===== config.mk =====
export PLATFORM = sky130hd
export DESIGN_NAME = hd44780_cmd_streamer
export DESIGN_NICKNAME = d
export VERILOG_FILES = /design/src/rtl/hd44780_pkg.sv /design/src/rtl/hd44780_sync_fifo.sv /design/src/rtl/hd44780_cmd_streamer.sv
export SDC_FILE = /design/constraint.sdc
export NUM_CORES = 1
export LEC_CHECK = 0
export ABC_AREA = 1
export CAP_MARGIN = 40
export CORE_AREA = 2 2 124 247
export CTS_CLUSTER_DIAMETER = 200
export DETAILED_ROUTE_END_ITERATION = 8
export DIE_AREA = 0 0 126 249
export GPL_TIMING_DRIVEN = 0
export HOLD_SLACK_MARGIN = 0.1
export PLACE_DENSITY = 0.44
export SLEW_MARGIN = 20
export SYNTH_ARGS = -nofsm -noshare
export SYNTH_HDL_FRONTEND = slang
export SYNTH_HIERARCHICAL = 1
export SYNTH_SLANG_ARGS = --single-unit

===== constraint.sdc =====
create_clock -name CLK_I -period 3.75 [get_ports CLK_I]
set_input_delay 0.375 -clock CLK_I [delete_from_list [all_inputs] [get_ports CLK_I]]
set_output_delay 0.375 -clock CLK_I [all_outputs]
set_load 0.02 [all_outputs]

===== src/rtl/hd44780_pkg.sv =====
// hd44780_pkg: shared entry width, RS values and sequencer states for the HD44780 front end
package hd44780_pkg;
  localparam int ENTRY_W = 9;
  localparam logic RS_CMD = 1'b0;
  localparam logic RS_DATA = 1'b1;
  typedef enum logic [2:0] {IDLE, STROBE, WAIT_ACK, WAIT_DONE, GAP} seq_state_t;
endpackage


===== src/rtl/hd44780_sync_fifo.sv =====
// hd44780_sync_fifo: synchronous FIFO with occupancy count and wrapping pointers
module hd44780_sync_fifo #(
  parameter int WIDTH = 9,
  parameter int DEPTH_BITS = 4
) (
  input  logic                  clk,
  input  logic                  rst,
  input  logic                  push,
  input  logic                  pop,
  input  logic [WIDTH-1:0]      din,
  output logic [WIDTH-1:0]      dout,
  output logic [DEPTH_BITS:0]   count,
  output logic                  full,
  output logic                  empty
);
  logic [WIDTH-1:0] mem [2**DEPTH_BITS];
  logic [DEPTH_BITS-1:0] wr_ptr, rd_ptr;
  logic do_push, do_pop;
  assign full = count == (DEPTH_BITS+1)'(2**DEPTH_BITS);
  assign empty = count == '0;
  // full is taken from the pre-edge count, so a simultaneous pop never frees a slot for this push
  assign do_push = push && !full;
  assign do_pop = pop && !empty;
  assign dout = mem[rd_ptr];
  always_ff @(posedge clk)
    if (do_push) mem[wr_ptr] <= din;
  always_ff @(posedge clk)
    if (rst) begin
      wr_ptr <= '0;
      rd_ptr <= '0;
      count <= '0;
    end else begin
      wr_ptr <= wr_ptr + DEPTH_BITS'(do_push);
      rd_ptr <= rd_ptr + DEPTH_BITS'(do_pop);
      count <= count + (DEPTH_BITS+1)'(do_push) - (DEPTH_BITS+1)'(do_pop);
    end
endmodule


===== src/rtl/hd44780_cmd_streamer.sv =====
// hd44780_cmd_streamer: buffers {rs, byte} entries and issues them one strobe at a time,
// pacing on the controller's busy handshake.
module hd44780_cmd_streamer
  import hd44780_pkg::*;
#(
  parameter int DEPTH_BITS = 4,
  parameter int ACK_TIMEOUT = 16,
  parameter int GAP_CYCLES = 0
) (
  input  logic                CLK_I,
  input  logic                RST_I,
  input  logic                STB_I,
  input  logic                i_rs,
  input  logic [7:0]          i_data,
  output logic                ACK_O,
  output logic                STALL_O,
  output logic                o_empty,
  output logic [DEPTH_BITS:0] o_count,
  output logic                o_overflow,
  output logic                o_ack_err,
  output logic                o_cont_stb,
  output logic                o_cont_rs,
  output logic [7:0]          o_cont_data,
  input  logic                i_cont_busy
);
  seq_state_t state;
  logic [15:0] cnt;
  logic fifo_empty, pop;
  logic [ENTRY_W-1:0] head;
  // busy held high after controller power-up naturally keeps IDLE from issuing
  assign pop = state == IDLE && !fifo_empty && !i_cont_busy;
  assign o_empty = fifo_empty && state == IDLE;
  hd44780_sync_fifo #(.WIDTH(ENTRY_W), .DEPTH_BITS(DEPTH_BITS)) u_fifo (
    .clk(CLK_I),
    .rst(RST_I),
    .push(STB_I),
    .pop(pop),
    .din({i_rs, i_data}),
    .dout(head),
    .count(o_count),
    .full(STALL_O),
    .empty(fifo_empty)
  );
  always_ff @(posedge CLK_I)
    if (RST_I) begin
      state <= IDLE;
      cnt <= '0;
      ACK_O <= 1'b0;
      o_overflow <= 1'b0;
      o_ack_err <= 1'b0;
      o_cont_stb <= 1'b0;
      o_cont_rs <= 1'b0;
      o_cont_data <= '0;
    end else begin
      ACK_O <= STB_I && !STALL_O;
      if (STB_I && STALL_O) o_overflow <= 1'b1;
      case (state)
        IDLE:
          if (pop) begin
            {o_cont_rs, o_cont_data} <= head;
            o_cont_stb <= 1'b1;
            state <= STROBE;
          end
        STROBE: begin
          o_cont_stb <= 1'b0;
          cnt <= '0;
          state <= WAIT_ACK;
        end
        WAIT_ACK:
          if (i_cont_busy) state <= WAIT_DONE;
          else if (cnt == 16'(ACK_TIMEOUT)) begin
            o_ack_err <= 1'b1;
            state <= IDLE;
          end else cnt <= cnt + 16'd1;
        WAIT_DONE:
          if (!i_cont_busy) begin
            cnt <= '0;
            state <= GAP_CYCLES == 0 ? IDLE : GAP;
          end
        GAP:
          if (cnt == 16'(GAP_CYCLES - 1)) state <= IDLE;
          else cnt <= cnt + 16'd1;
        default: state <= IDLE;
      endcase
    end
endmodule


[After elaboration in Yosys (flattened, before gate mapping)]
Memories as Yosys holds them, arrays and structs flattened. A register that Yosys moved wholly into a read port is not among the register bits.
Cells that the tools add are included.
Word-level totals
  register bits after elaboration: 36
  bits in latches: 0
  bits in writable memories: 144
  bits in read-only memories: 0
  bits of input ports: 13
  logic and storage cells: 63
  memories kept: 1
Operators by class
  add/sub/neg operators: 5
  multiply operators: 0
  divide/modulo/power cells: 0
  order comparisons: 0
  equality and inequality tests: 14
  shift operators: 0
  muxes and demuxes: 15
  bitwise operators: 1
  reductions and logical operators: 18
Memories
  u_fifo.mem: words 16, width 9, rd ports 1, clocked after memory_dff 1, write ports 1, line hd44780_sync_fifo.sv:16  | logic [WIDTH-1:0] mem [2**DEPTH_BITS];
Operator list (count)
  2-to-1 mux 16 bit: 4
  one-hot mux 16 bit (4 select lines): 1
  adder 16 x 1 -> 16 bit (second input constant): 1
  == test 16 bit (second input constant): 1
  == test 16 x 5 -> 1 bit (second input constant): 1
  2-to-1 mux 3 bit: 5
  one-hot mux 3 bit (5 select lines): 1
  != test 2 bit (second input constant): 5
  adder 4 x 1 -> 4 bit: 2
  == test 3 x 2 -> 1 bit (second input constant): 2
  logical AND 1 bit: 6
  adder 5 x 1 -> 5 bit: 1
  == test 5 bit (second input constant): 1
  logical NOT 5 bit: 1
  AND reduction 5 bit: 1
  subtractor 5 x 1 -> 5 bit: 1
  AND reduction 2 bit: 2
  AND reduction 4 bit: 1
  nonzero test 4 bit: 1
  == test 3 x 1 -> 1 bit (second input constant): 1
  == test 3 bit (second input constant): 1
  logical NOT 1 bit: 3
  logical NOT 3 bit: 1
  2-to-1 mux 1 bit: 3
  other kinds (6): 6

[Longest topological paths before layout]
  depth after elaboration: 6
  depth in mapped cells: 17
  gate-level depth less buffers: 16

[Cells and area by module]
Netlist, hierarchy kept.
By module, submodules not included
  hd44780_sync_fifo: times used 1, cells each 672, area an instance 6777.8 µm², seq. area each 4584.4 µm²
  hd44780_cmd_streamer: times used 1, cells each 248, area an instance 1657.8 µm², seq. area each 620.6 µm²

[Worst setup path before layout]
OpenSTA, ideal clock, no wires.
  path kind: flip-flop to flip-flop
  from: register u_fifo.count[2]
  to: register u_fifo.count[4]
  setup time: 0.115 ns
  arrival: 2.659 ns
  data required time: 3.635 ns
  slack: 0.976 ns
  stages on the path, launching flop included: 17
  buffers on the path: 1
  path through: dfxtp_1 -> inv_1 -> ha_1 -> nand2_1 -> nor2_1 -> nor3_2 -> buf_2 -> o21ai_0 -> inv_1 -> ha_1 -> inv_1 -> ha_1 -> inv_1 -> fa_1 -> nand3b_1 -> a21oi_1 -> nor2_1
Between the ends
  cells in the longest elaborated chain, start to end: 6
  elaborated cells on any way between the ends: 10
Ends and longest elaborated chain
  start: declaration: line hd44780_sync_fifo.sv:12  | output logic [DEPTH_BITS:0] count,
  start signal: assignment: line hd44780_sync_fifo.sv:35  | count <= count + (DEPTH_BITS+1)'(do_push) - (DEPTH_BITS+1)'(do_pop);
  logical NOT 5 bit: line hd44780_sync_fifo.sv:20  | assign empty = count == '0;
  named net fifo_empty: line hd44780_cmd_streamer.sv:28  | logic fifo_empty, pop;
  logical NOT 1 bit: line hd44780_cmd_streamer.sv:31  | assign pop = state == IDLE && !fifo_empty && !i_cont_busy;
  logical AND 1 bit (2 in a row): line hd44780_cmd_streamer.sv:31
  named net pop: line hd44780_cmd_streamer.sv:28
  logical AND 1 bit: line hd44780_sync_fifo.sv:23  | assign do_pop = pop && !empty;
  subtractor 5 x 1 -> 5 bit: line hd44780_sync_fifo.sv:35
The timed path passes the listed nets, and every way through them passes these cells.
A chain may end at the register's enable or synchronous reset.

[Worst setup path after layout]
Same ends and word-level chain as after synthesis.

==> results.md <==
* Pwr dens at 579.4 nW/µm²
* Hold wc startpoint: RST_I
* FILL cells at ~3,000
* Most frequent cells in the layout: nand2_1 (293), edfxtp_1 (144), nor2_1 (139)
* FF+latch count, synth at about 190
* DRT iter0 DRCs at 244
* # diodes at 0
* Worst R2R Path Depth at 16
* Vias in the first global route at roughly 6,100
* Hold-fix buffers, CTS at 0
* Post-synth cell types at 36
* Worst-path cell chain: inv_1, ha_1, nand2_1, nor2_1, nor3_2, buf_2, o21ai_0, inv_1, ha_1, inv_1, ha_1, inv_1, fa_1, nand3b_1, a21oi_1, nor2_1
* Worst R2R Start: u_fifo/count[2]$_SDFF_PP0_
* CP peak stage delay at 0.40 ns
* Grt ovf at 0
* Via/cell ratio at 4.368
* CTS max path bufs at 2
* Rows at 89
* Routed Antenna Nets at 0
* Maximum clock frequency at roughly 340 MHz
* Initial core utilization at 28.69%
* Ys flop type: edfxtp_1
* Final WL at 22.73 mm
* Crit Path Category: register to register
* Reg clk slew, reported paths at ~0.070 ns
* Leak at 4.011 nW
* Via count at about 5,900
* Synth async-reset ratio at 0%
* CTS Root Cell: clkbuf_16
* Commonest non-fill, non-tap cell in the layout: nand2_1
* Syn Area/Cell at 9.169 µm²
* Peak fanout along the critical path at 10
* Clk_skew at 0.006231 ns
* Chip height at 249 µm
* Fin crit share at 78.88%
* CTS Sinks at 188
* Worst hold path endpoint: o_overflow$_SDFFE_PP0P_
* RSZ-0062 raised after global routing: false
* Critical-path top delay cell: fa_1
* Pwr Total at 5.751 mW
* FF-to-FF End: u_fifo/count[4]$_SDFF_PP0_
* Detailed Place HPWL at 17.23 mm
* Largest net degree at the start of global routing at 17
* IO Count at 33
* Crit. End Element: register
* Post-Synthesis Cell Area at 8436 µm²
* Drt first pass iters at 4
* Final Max Slew Viols at 0
* Status: completed
* R2R Setup Slk at 0.79 ns
* First-pass GRT wire length at 34.84 mm
* CTS tree: yes
* Final Util at 33.76%
* Core Area at 29,400 µm²
* CP delay by family, top: adder cells
* Worst rel slew slack at 42.39%
* Setup ws final at 0.7919 ns
* Die area at 31,370 µm²
* CP Launch Type: register
* Minimum clock period at 2.958 ns
* Finish-stage setup viols at 0
* Number of synthesized flops with an enable pin at 144
* Crit path buffers/inverters at 5
* Nets at 1,011
* Postcts setup bufs at 0
* Share of layout cells above drive strength 1 at 9.619%
* Number of CTS-inserted buffers at 17
* # H-tree levels at 4
* Crit path DAT at 3.30 ns
* Initial antenna violation count at 0
* Chip Width at between 100 and 150 µm
* Worst-skew pair later-pin latency at 0.44 ns
* Final hold slack at 0.2633 ns
* Sum Neg Setup Slack at 0 ns
* Syn Nets at between 900 and 1,000
* Synthesis-to-finish area growth at 17.67%
* Port buffer count at 31
* Dpl ws at 0.6686 ns
* CP most frequent cell: inv_1
* Gr usage total at 15.03%
* Synth Warn # at 6
* Cell count of the worst hold path at 2
* Worst hold-check path type: input port to register
* DR WL/cell at 16.69 µm
* Worst Tran Pin Value at approximately 0.86 ns
* Worst VDD drop at 0.3343 mV
* Gates resized, CTS repair at 0
* Sequential-to-total area share from yosys stat at about three fifths
* Synth Instances at 920
* Final GP Congestion at between 0.8 and 0.9
* Critical Path RT at 4.09 ns
* Max cap viols at 0
* Final hold vios at 0
* DR DRC count at 0
[stage by stage]
stage	cell area, µm²	std cells
after global placement	9201	1315
after detailed placement	9295	1326
after floorplan	8436	920
after global routing	9926	1362
final	9926	1362
after CTS	9888	1358
[synthesized netlist by cell type, types with 4 or more instances]
cell type,count,area [µm²]
a21oi_1,18,90.09
buf_2,18,90.09
buf_4,5,37.54
dfxtp_1,44,880.8
edfxtp_1,144,4324
ha_1,12,150.1
inv_1,102,382.9
inv_2,10,37.54
nand2_1,293,1100
nand3_1,72,360.4
nand4_1,6,37.54
nor2_1,139,521.8
nor2_4,4,45.04
o21ai_0,14,70.07
[power by group]
group,leakage [nW],switching (mW),total [mW],internal [mW]
sequential,1.66,0.0812,2.47,2.38
clock,0.289,0.800,1.85,1.05
combinational,2.06,0.953,1.44,0.484
total,4.01,1.83,5.75,3.92
[how the worst max path moves through the flow]
stage / startpoint / endpoint / slack, ns / cells past startpoint
4_1_cts: u_fifo/count[2]$_SDFF_PP0_ / u_fifo/count[4]$_SDFF_PP0_ / 0.76 / 16
6_report: u_fifo/count[2]$_SDFF_PP0_ / u_fifo/count[4]$_SDFF_PP0_ / 0.79 / 16
3_3_place_gp: i_cont_busy / u_fifo/count[4]$_SDFF_PP0_ / 0.65 / 13
3_5_place_dp: i_cont_busy / u_fifo/count[4]$_SDFF_PP0_ / 0.67 / 13
2_1_floorplan: u_fifo/count[2]$_SDFF_PP0_ / u_fifo/count[4]$_SDFF_PP0_ / 0.98 / 16
5_1_grt: u_fifo/count[2]$_SDFF_PP0_ / u_fifo/count[4]$_SDFF_PP0_ / 0.43 / 16
[logic make-up after synthesis]
group | Yosys count | synth area share [%]
xor+xnor | 5 | 0.5192
flops | 188 | 61.70
compound gates | 41 | 2.729
fa+ha+maj | 13 | 2.017
simple gates | 529 | 25.90
buf+inv | 144 | 7.134
[registers in the layout, indices dropped and copies added, names as in the netlist]
signal         flops
ACK_O              1
cnt               16
o_ack_err          1
o_cont_data        8
o_cont_rs          1
o_cont_stb         1
o_overflow         1
state              2
u_fifo/count       5
u_fifo/mem       144
u_fifo/rd_ptr      4
u_fifo/wr_ptr      4
[layout make-up]
cell class,count,area [µm²],share of cell area (%)
inverters,115,436.7,4.399
plain buffers,29,165.2,1.664
flip-flops and latches,188,5205,52.44
well taps,364,455.4,4.588
clock inverters,15,167.7,1.689
repair buffers,46,441.7,4.450
multi-input cells,588,2629,26.48
clock buffers,17,425.4,4.286
[routing by layer]
layer | global-route usage (%) | up-vias | part of all wire, %
met3 | 2.942 | 28 | 2.7
met2 | 30.74 | 113 | 60
met1 | 13.71 | 2743 | 34
met4 | 6.562 | 0 | 3.4
met5 | 0 | - | 0
li1 | - | 3065 | -
(Power assumes the default switching activity.)
